## src/rtl/enigma_result_buffer.sv

```systemverilog
`default_nettype none
// +----------------------------------------------------------------------------+
// | enigma_result_buffer                                                       |
// | Captures validated Enigma output symbols into a small result RAM.         |
// | Rev 1.0                                                                    |
// +----------------------------------------------------------------------------+
module enigma_result_buffer #(
  parameter int SYMB_W = 6,
  parameter int DEPTH  = 16,
  parameter int ADDR_W = 4
) (
  input  logic              clk_i,
  input  logic              rst_i,
  input  logic              start_i,
  input  logic [ADDR_W-1:0] symb_numb,
  input  logic [SYMB_W-1:0] output_s,
  input  logic              output_valid_i,
  output logic              busy_o,
  output logic              done_o,
  output logic [ADDR_W-1:0] wr_cnt_o,
  output logic [ADDR_W-1:0] err_cnt_o,
  input  logic [ADDR_W-1:0] rr_addr_i,
  output logic [SYMB_W-1:0] rr_data_o
);

  localparam logic [SYMB_W-1:0] SYM_MIN = SYMB_W'(1);
  localparam logic [SYMB_W-1:0] SYM_MAX = SYMB_W'(26);
  localparam logic [ADDR_W-1:0] ERR_MAX = '1;

  typedef enum logic [1:0] {
    IDLE    = 2'd0,
    CAPTURE = 2'd1,
    DONE    = 2'd2
  } state_t;

  state_t            state, state_nxt;
  logic [ADDR_W-1:0] len_q, len_nxt;
  logic [ADDR_W-1:0] wr_cnt_q, wr_cnt_nxt;
  logic [ADDR_W-1:0] err_cnt_q, err_cnt_nxt;
  logic [ADDR_W-1:0] wr_inc;
  logic              wr_en;
  logic              sym_ok;

  logic [SYMB_W-1:0] mem [DEPTH];
  logic [ADDR_W-1:0] rd_addr_q;

  assign sym_ok = (output_s >= SYM_MIN) && (output_s <= SYM_MAX);
  assign wr_inc = wr_cnt_q + ADDR_W'(1);

  always_comb begin
    state_nxt   = state;
    len_nxt     = len_q;
    wr_cnt_nxt  = wr_cnt_q;
    err_cnt_nxt = err_cnt_q;
    wr_en       = 1'b0;
    case (state)
      IDLE, DONE: begin
        if (start_i) begin
          len_nxt     = symb_numb;
          wr_cnt_nxt  = '0;
          err_cnt_nxt = '0;
          state_nxt   = (symb_numb == '0) ? DONE : CAPTURE;
        end
      end
      CAPTURE: begin
        // A restart request is ignored here; only reset aborts a capture.
        if (output_valid_i) begin
          if (sym_ok) begin
            wr_en      = 1'b1;
            wr_cnt_nxt = wr_inc;
            if (wr_inc == len_q) state_nxt = DONE;
          end else if (err_cnt_q != ERR_MAX) begin
            err_cnt_nxt = err_cnt_q + ADDR_W'(1);
          end
        end
      end
      default: state_nxt = IDLE;
    endcase
  end

  always_ff @(posedge clk_i) begin
    if (rst_i) begin
      state     <= IDLE;
      len_q     <= '0;
      wr_cnt_q  <= '0;
      err_cnt_q <= '0;
    end else begin
      state     <= state_nxt;
      len_q     <= len_nxt;
      wr_cnt_q  <= wr_cnt_nxt;
      err_cnt_q <= err_cnt_nxt;
    end
  end

  // RAM and read-address register are deliberately outside reset.
  always_ff @(posedge clk_i) begin
    if (wr_en) mem[wr_cnt_q] <= output_s;
    rd_addr_q <= rr_addr_i;
  end

  assign rr_data_o = mem[rd_addr_q];
  assign busy_o    = (state == CAPTURE);
  assign done_o    = (state == DONE);
  assign wr_cnt_o  = wr_cnt_q;
  assign err_cnt_o = err_cnt_q;

endmodule
`default_nettype wire

```

## config.mk

```make
export PLATFORM = sky130hd
export DESIGN_NAME = enigma_result_buffer
export DESIGN_NICKNAME = d
export VERILOG_FILES = /design/src/rtl/enigma_result_buffer.sv
export SDC_FILE = /design/constraint.sdc
export NUM_CORES = 1
export LEC_CHECK = 0
export ABC_AREA = 0
export CORE_UTILIZATION = 23
export DETAILED_ROUTE_END_ITERATION = 10
export HOLD_SLACK_MARGIN = 0.03
export SLEW_MARGIN = 20
export SYNTH_ARGS = -nofsm -noshare
export SYNTH_HDL_FRONTEND = slang
export SYNTH_SLANG_ARGS = --single-unit
export TNS_END_PERCENT = 10
```

## constraint.sdc

```tcl
create_clock -name clk_i -period 2.7 [get_ports clk_i]
set_input_delay 0.54 -clock clk_i [delete_from_list [all_inputs] [get_ports clk_i]]
set_output_delay 0.54 -clock clk_i [all_outputs]
set_load 0.005 [all_outputs]
```

==> metrics.md <==
| Metric | Value |
|---|---|
| Status | `finished, violations left` |
| Failing checks | `setup timing` |
| Post-synthesis sequential area ratio | `0.690` |
| # port buffers | `33` |
| Synth unique cells | `44` |
| Setup Skew | `0.0125 ns` |
| RSZ-0062 raised after global routing | `true` |
| CTS tree | `done` |
| Final non-filler cell area | `0.00620 mm²` |
| Core ar. | `0.0197 mm²` |
| Final #Nets | `363` |
| H-tree Lvls | `4` |
| Total track usage | `0.108` |
| Max-Cap Viols | `0` |
| Initial Utilization | `0.238` |
| Post-route DRC | `0` |
| Post-Syn Instances | `267` |
| Worst-margin pin slew | `0.776 ns` |
| Initial antenna violation count | `0` |
| Clock tree buffer depth | `2` |
| Reg2reg setup slack | `0.65 ns` |
| Placed cell areas | `0.00552 mm²` |
| Die Area | `0.0210 mm²` |
| Grt met3 use | `0.0324` |
| Worst-path maximum fanout | `4` |
| Largest net degree at the start of global routing | `25` |
| Power share of the clock group | `0.496` |
| Pins Over Slew Limit | `0` |
| Fin crit share | `1.02` |
| Routed len/inst | `17.5 µm` |
| Final Critical Period | `2.76 ns` |
| Grt total ovfl | `0` |
| Critical path data required time | `2.16 ns` |
| Clock transition at path regs | `0.05 ns` |
| DRT Pass-1 Iters | `4` |
| Register bit count reported by yosys | `114` |
| Die X | `145 µm` |
| Syn Area/Cell | `17.6 µm²` |
| Antenna violation net count after detailed routing | `0` |
| Detailed-route wire length | `10.8 mm` |
| Layout cells sized above 1 | `0.309` |
| Layer with the highest usage | `met2` |
| Layout area overhead | `31.9%` |
| Rows | `51` |
| Flop pwr share | `0.441` |
| Comb pwr share | `0.063` |
| Int Power | `0.00350 W` |
| Hold/Removal Path Class | `reg -> reg` |
| Commonest non-fill, non-tap cells in the layout | `edfxtp_1, mux4_2, clkdlybuf4s50_1` |
| Met2 Usage GRT | `0.160` |
| Hold Buf Count CTS | `0` |
| RR Endpoint | `mem[15][0]` |
| Leak | `2.04 nW` |
| Global-route wire length before repair | `16.6 mm` |
| CTS buffer count | `17` |
| Final setup fails | `4` |
| Commonest non-fill, non-tap cell in the layout | `edfxtp_1` |
| R2r startpoint | `wr_cnt_o[0]` |
| Hold Startpoint | `len_q[3]` |
| Startpoint Class | `register` |
| Net Sw Frac | `0.202` |
| Vias after detailed routing | `2733` |
| Worst setup margin | `-0.0627 ns` |
| CP Capture Type | `output port` |
| Critical path type | `reg -> out` |
| Worst-Skew Late Latency | `0.41 ns` |
| Hold Crit Depth | `2` |
| Syn Std Cell Area | `0.00470 mm²` |
| Slew Limit Headroom | `0.479` |
| Synthesized Nets | `290` |
| Worst slack, placed | `-0.291 ns` |
| Switching power | `0.000887 W` |
| N_diodes | `0` |
| Worst EP arrival | `2.22 ns` |
| Sink Count | `114` |
| Total power | `0.00439 W` |
| Warning count from the yosys run | `0` |
| DR vias/cell | `4.42` |
| Pwr dens | `708 mW/mm²` |
| GPL Wtd Cong | `0.786` |
| 1st-iter DRT viols | `185` |
| Top Ports | `34` |
| FMAX | `362 MHz` |
| Final hold vios | `0` |
| Die height | `145 µm` |
| FF-to-FF path depth | `3` |
| Met1 GRT Util | `0.150` |
| Hold EP | `len_q[3]` |
| Vias in the first global route | `2750` |
| CTS Root Cell | `clkbuf_16` |
| Dpl hpwl | `7.25 mm` |
| VDD IR max | `0.302 mV` |
-- worst max-delay path, stage by stage (launching register included) --
cell	delay, ns
dfxtp_4	0.41
buf_12	0.13
buf_6	0.11
mux4_2	0.55
mux4_2	0.47
buf_2	0.14
-- what timing repair did --
action | in CTS | in global routing
setup buffers | 9 | 0
gates cloned | 2 | 0
endpoints found under the setup margin | 6 | 24
resized for setup | 27 | 9
-- metal layers --
| layer | part of all wire | up-vias |
|---|---|---|
| met4 | 0.010 | 0 |
| met1 | 0.46 | 1396 |
| met3 | 0.062 | 12 |
| met5 | 0 | - |
| li1 | - | 1219 |
| met2 | 0.47 | 106 |
-- stage by stage --
stage,cells,hold WS [ns],TNS [ns],util
final,618,0.469,-0.215,0.314
after global routing,618,0.505,-0.543,0.314
after CTS,621,0.471,-0.657,0.317
after detailed placement,578,0.464,-10.95,0.280
after global placement,578,0.462,-6.11,0.280
after floorplan,267,0.448,0,-
-- power by group through the flow --
stage               combinational (W)  clock [W]  sequential, W
finish                       0.000276    0.00218        0.00193
global route                 0.000296    0.00230        0.00194
CTS                          0.000290    0.00222        0.00193
detailed placement           0.000267          0        0.00197
global placement             0.000263          0        0.00197
floorplan                    0.000127          0        0.00196
-- worst max-delay path by stage --
stage | startpoint | to | slack, ns | cells past startpoint
3_5_place_dp | output_s[2] | mem[1][5] | -0.29 | 6
5_1_grt | register | rr_data_o[3] | -0.10 | 5
4_1_cts | register | rr_data_o[3] | -0.16 | 6
3_3_place_gp | output_s[2] | mem[2][1] | -0.25 | 6
6_report | register | rr_data_o[2] | -0.06 | 5
2_1_floorplan | register | rr_data_o[0] | 0.49 | 4
-- synth_stat cells (all sizes together) --
cell      n  area share
mux2i     3      0.0064
o221a     1      0.0024
o211a     1      0.0021
nor2     14       0.011
or3b      1      0.0019
o21ai     2      0.0021
o21ba     1      0.0021
nand3b    1      0.0016
nand2b    4      0.0053
nor2b     4      0.0053
edfxtp   96        0.61
xor2      2      0.0037
nor4      4      0.0053
nor3b     1      0.0016
and2      1      0.0013
o32ai     1      0.0019
buf       6      0.0083
inv       5      0.0040
and3      1      0.0013
a22oi     1      0.0016
nand3     9      0.0096
a2111oi   1      0.0032
mux4     30        0.14
xnor2     4      0.0075
dfxtp    18       0.077
and3b     1      0.0019
o41ai     1      0.0019
a31oi     3      0.0040
o311ai    1      0.0019
o211ai    1      0.0016
nand2    14       0.011
or4       2      0.0040
nor4b     1      0.0051
nor3      6      0.0064
a21oi    10       0.011
clkbuf    8      0.0064
a31o      1      0.0019
o221ai    1      0.0056
ha        5       0.013
-- area by class of cell --
| type | instances | area, µm² |
|---|---|---|
| clock buffers | 21 | 440 |
| clock inverters | 11 | 138 |
| fillers | 1907 | 13500 |
| inverters | 5 | 18.8 |
| multi-input cells | 134 | 1380 |
| flip-flops and latches | 114 | 3250 |
| well taps | 265 | 332 |
| repair buffers | 68 | 641 |
-- registers in the layout (all words and copies together) (netlist names), named ones only --
name	count
len_q	4
mem	96
wr_cnt_o	4
state	2
err_cnt_o	4
-- kinds of logic after synthesis --
logic type	synth area share
XOR/XNOR	0.0112
AND/OR/NAND/NOR	0.0730
flip-flops	0.690
buffers and inverters	0.0186
adder cells (fa/ha/maj)	0.0133
AO/OA/AOI/OAI	0.0437
multiplexers	0.150
Note: power is estimated with default switching activity, not from simulation.
==> RTL edit 1, RTL diff (same settings) <==
Change the parameter `DEPTH` from 16 to 32.
--- a/src/rtl/enigma_result_buffer.sv
+++ b/src/rtl/enigma_result_buffer.sv
@@ -8,3 +8,3 @@
   parameter int SYMB_W = 6,
-  parameter int DEPTH  = 16,
+  parameter int DEPTH  = 32,
   parameter int ADDR_W = 4
Check against the original RTL: same outputs for any inputs over 10 cycles, from zero or initial values and one cycle with rst_i high; that may be too few to reach the edited logic, so the function may still have changed.
==> RTL edit 1 against the original RTL <==
Sequential share of layout area up 0.67 points. Synthesized area about the same. Routed wire length down 3.1%. Final area down 1.3%. Sequential cell count unchanged. Sequential power about the same. Power up 1.9%. Setup slack better by 79 ps. Critical endpoint is now rr_data_o[1].
==> RTL edit 1: results (changes against the original RTL) <==
critical path arrival=2140 ps (-80 ps); library cells used by synthesis=43 (-2.3%); First DRT Iteration DRCs=128 (-31%); min-delay src=len_q[0]$_SDFFE_PP0P_; Crit Path Max Fanout=6 (+2); mux share of post-synthesis cell area=15.03% (about the same); DRT met1 WL=4.558 mm (-8.4%); filler instances=1915 (+0.42%); routed wl met3=631 microns (-6.2%); Final Hold Slack=468.6 ps (-0.6760 ps); GP Congestion=0.7904 (+0.57%); multi-input combinational area share=22.47% (+0.14 points); Clock group=0.00228 W (+5%); Non-clk bufs=56 (-18%); Worst-Margin Slew=813.5 ps (+37.67 ps); # nets final=351 (-3.3%); sequential cell area share=53.05% (+0.67 points); Int Power=0.003569 W (+1.9%); share of cells above drive strength 1=29.03% (-1.8 points); reg-to-reg endpoint=mem[3][0]$_DFFE_PP_; Cell Area, Placed=0.005484 sq mm (-0.66%); first-pass GRT wire length=16.28 mm (-1.9%); sequential element share of the synthesized area=69.06% (about the same); Cell Pwr Density=730.9 mW/mm^2 (+3.2%); status=completed; met2 GRT Util=17.21% (+1.2 points); Routed WL per cell=17.28 microns (-1.2%); M3 GR Usage=3.916% (+0.68 points); CLK BUF=22 (+4.8%); Total GRT Usage=11.12% (+0.33 points); M1 GR Usage=13.84% (-1.2 points); Fin Clk Skew=8.791 ps (-3.707 ps); Synth area leaders=edfxtp_1 61%, mux4_2 14%, dfxtp_1 7.7%; P_sw=0.0009041 W (+2.0%); H-Tree Depth=4 (unchanged); Synth Area in XOR/XNOR=1.119% (about the same); vias in the first global route=2759 (+0.33%); Reg power frac=43.3% (-0.8 points); Final Max Slew Viols=0 (unchanged); DR vias/cell=4.292 (-2.9%); register-to-register path setup slack=630 ps (-20 ps); Synth Area in Adders=1.332% (about the same); Worst Hold Class=flip-flop to flip-flop; final WL=10.47 mm (-3.1%); pre-CTS setup slack=-378.1 ps (-86.66 ps); Non-clock buffers, area share=8.851% (-1.5 points); Clock Network Area Fraction=9.914% (+0.59 points); Compound-Gate Fraction of Synth Area=4.290% (-0.076 points); post-detail-place hpwl=7.165 mm (-1.2%); DP Cell Count=572 (-1.0%); Met2 Routed Length=5.013 mm (-0.69%); Hold Crit Endpoint=len_q[0]$_SDFFE_PP0P_; Max VDD drop=358.4 uV (+19%); Lkg Pwr=1.982 nW (-3.0%)
RTL edit 1: cell types whose count changed in the layout (fill, tap and decap cells not counted), moves of 2 or more:
cell / unedited run / this run
buf_4: 26 / 18
buf_6: 4 / 1
clkbuf_8: 0 / 3
clkbuf_1: 4 / 2
clkbuf_2: 2 / 0
RTL edit 1: how the worst max path moves through the flow:
stage                start  cells after the start  slack, ps             endpoint
3_5_place_dp   output_s[3]                      5       -380  mem[0][0]$_DFFE_PP_
3_3_place_gp   output_s[3]                      5       -210  mem[1][0]$_DFFE_PP_
2_1_floorplan  output_s[0]                      5        470  mem[0][0]$_DFFE_PP_
4_1_cts          flip-flop                      5       -110         rr_data_o[4]
5_1_grt          flip-flop                      4        -50         rr_data_o[4]
6_report         flip-flop                      4         20         rr_data_o[1]
RTL edit 1: repair_timing:
item,4_1_cts,5_1_grt
hold buffers,0,0
endpoints found under the setup margin,6,18
resized for setup,29,5
buffers inserted,3,0
gates cloned,2,0
==> RTL edit 2, RTL diff (same flow settings) <==
Without the edit above. The 3 states of `state_t` get a one-hot encoding in 3 bits.
--- a/src/rtl/enigma_result_buffer.sv
+++ b/src/rtl/enigma_result_buffer.sv
@@ -29,6 +29,6 @@
 
-  typedef enum logic [1:0] {
-    IDLE    = 2'd0,
-    CAPTURE = 2'd1,
-    DONE    = 2'd2
+  typedef enum logic [2:0] {
+    IDLE    = 3'b001,
+    CAPTURE = 3'b010,
+    DONE    = 3'b100
   } state_t;
Function: no difference found for any inputs over 10 cycles, from zero or initial values and one cycle with rst_i high; not proved beyond that.
==> RTL edit 2 against the original RTL <==
Sequential cell count grew 1. Sequential share of layout area increased by 0.28 points. Clock skew is 4.3 ps lower. Final area is essentially flat. Routed wire length down 1.7%. Register-to-register slack got worse by 150 ps. Synthesized area is 0.69% lower. Power increased by 7.7%. The run still ends with negative setup slack left. Setup slack improved by 28 ps.
==> RTL edit 2: results (changes against the original RTL) <==
Synth Area in XOR/XNOR=1.314% (+0.20 points); sequential element share of the synthesized area=69.92% (+0.91 points); pre-CTS setup slack=-307.9 ps (-16.44 ps); share of cells above drive strength 1=29.71% (-1.2 points); status=complete, but fails checks; setup tns final=-123.7 ps (+90.86 ps); Crit path largest cell delay=510 ps (-40 ps); Total GRT Usage=11.17% (+0.38 points); vias=2649 (-3.1%); failing checks=negative setup slack; Worst Setup Slack, final=-34.27 ps (+28.48 ps); relative max-transition margin=38.97% (-8.9 points); DP Cell Count=579 (+0.17%); Final Hold Slack=521.8 ps (+52.45 ps); Crit Path Max Fanout=6 (+2); top cells by count, synth=96 x edfxtp_1, 30 x mux4_2, 23 x nor2_1; Sw Share=20.95% (+0.75 points); reg-to-reg endpoint=mem[3][4]$_DFFE_PP_; First DRT Iteration DRCs=214 (+16%); Cell Area, Placed=0.005519 sq mm (about the same); Critical Path Sink=rr_data_o[0]; Max VDD drop=407.3 uV (+35%); GP Congestion=0.7884 (+0.32%); synthesized area per cell=17.61 sq um (about the same); first-pass GRT wire length=16.42 mm (-1.1%); DR vias/cell=4.307 (-2.6%); post-detail-place hpwl=7.218 mm (-0.44%); Synth Area in Adders=1.340% (+0.0093 points); Routed WL per cell=17.27 microns (-1.2%); Synth area leaders=edfxtp_1 62%, mux4_2 14%, dfxtp_1 8.2%; library cells used by synthesis=39 (-11%); M1 GR Usage=13.99% (-1.0 points); M3 GR Usage=3.609% (+0.37 points); vias in the first global route=2764 (+0.51%); filler instances=1940 (+1.7%); # setup viols final=5 (+1); Critical R2R Launch=state[1]$_SDFFE_PP0P_; Lkg Pwr=2.067 nW (+1.1%)
[RTL edit 2: cell types whose count changed in the layout (fill, tap and decap cells not counted), sizes merged, moves of 3 or more]
cell / before / now
nor4: 4 / 1
nor2: 14 / 23
nand3: 9 / 4
nor2b: 4 / 0
[RTL edit 2: routing by layer]
| metal | vias up | part of all wire, % | wire length, microns |
|---|---|---|---|
| met1 | 1349 | 45 | 4729 |
| met4 | 0 | 0.40 | 43 |
| li1 | 1212 | - | - |
| met3 | 4 | 6.1 | 650 |
| met2 | 84 | 49 | 5200 |
| met5 | - | 0 | 0 |
[RTL edit 2: layout make-up]
class / count / area (sq um) / area share, %
inverters: 5 / 18.77 / 0.3025
well taps: 265 / 331.6 / 5.344
multi-input cells: 132 / 1333 / 21.48
repair buffers: 66 / 644.4 / 10.39
flip-flops and latches: 115 / 3267 / 52.65
clock inverters: 10 / 156.4 / 2.521
clock buffers: 22 / 454.2 / 7.320
[RTL edit 2: repair_timing]
item,4_1_cts,5_1_grt
cloned,3,0
endpoints found under the setup margin,6,6
setup buffers,2,0
pin swaps,0,0
gates resized for setup,29,1
[RTL edit 2: worst max-delay path, delay by kind of cell (launching register included)]
kind | cells | cell delay (ps)
DFF | 1 | 400
muxes | 2 | 990
buffers and inverters | 3 | 400
[RTL edit 2: kinds of logic after synthesis]
family | count (synthesis)
flip-flops | 115
buffers and inverters | 18
AO/OA/AOI/OAI | 26
AND/OR/NAND/NOR | 59
XOR/XNOR | 7
adder cells (fa/ha/maj) | 5
multiplexers | 35
[RTL edit 2: power by group through the flow]
| stage | sequential (W) | combinational (W) | clock [W] |
|---|---|---|---|
| floorplan | 0.00201 | 0.000255 | 0 |
| global placement | 0.00203 | 0.000408 | 0 |
| detailed placement | 0.00203 | 0.000413 | 0 |
| CTS | 0.00199 | 0.000431 | 0.00235 |
| global route | 0.00200 | 0.000458 | 0.00243 |
| finish | 0.00199 | 0.000423 | 0.00231 |
[RTL edit 2: worst min-delay path by stage]
stage / startpoint / endpoint / cells after the start
floorplan: err_cnt_o[3]$_SDFFE_PP0P_ / err_cnt_o[3]$_SDFFE_PP0P_ / 2
global placement: err_cnt_o[3]$_SDFFE_PP0P_ / err_cnt_o[3]$_SDFFE_PP0P_ / 2
detailed placement: err_cnt_o[3]$_SDFFE_PP0P_ / err_cnt_o[3]$_SDFFE_PP0P_ / 2
CTS: err_cnt_o[3]$_SDFFE_PP0P_ / err_cnt_o[3]$_SDFFE_PP0P_ / 2
global route: err_cnt_o[3]$_SDFFE_PP0P_ / err_cnt_o[3]$_SDFFE_PP0P_ / 2
finish: err_cnt_o[3]$_SDFFE_PP0P_ / err_cnt_o[3]$_SDFFE_PP0P_ / 2
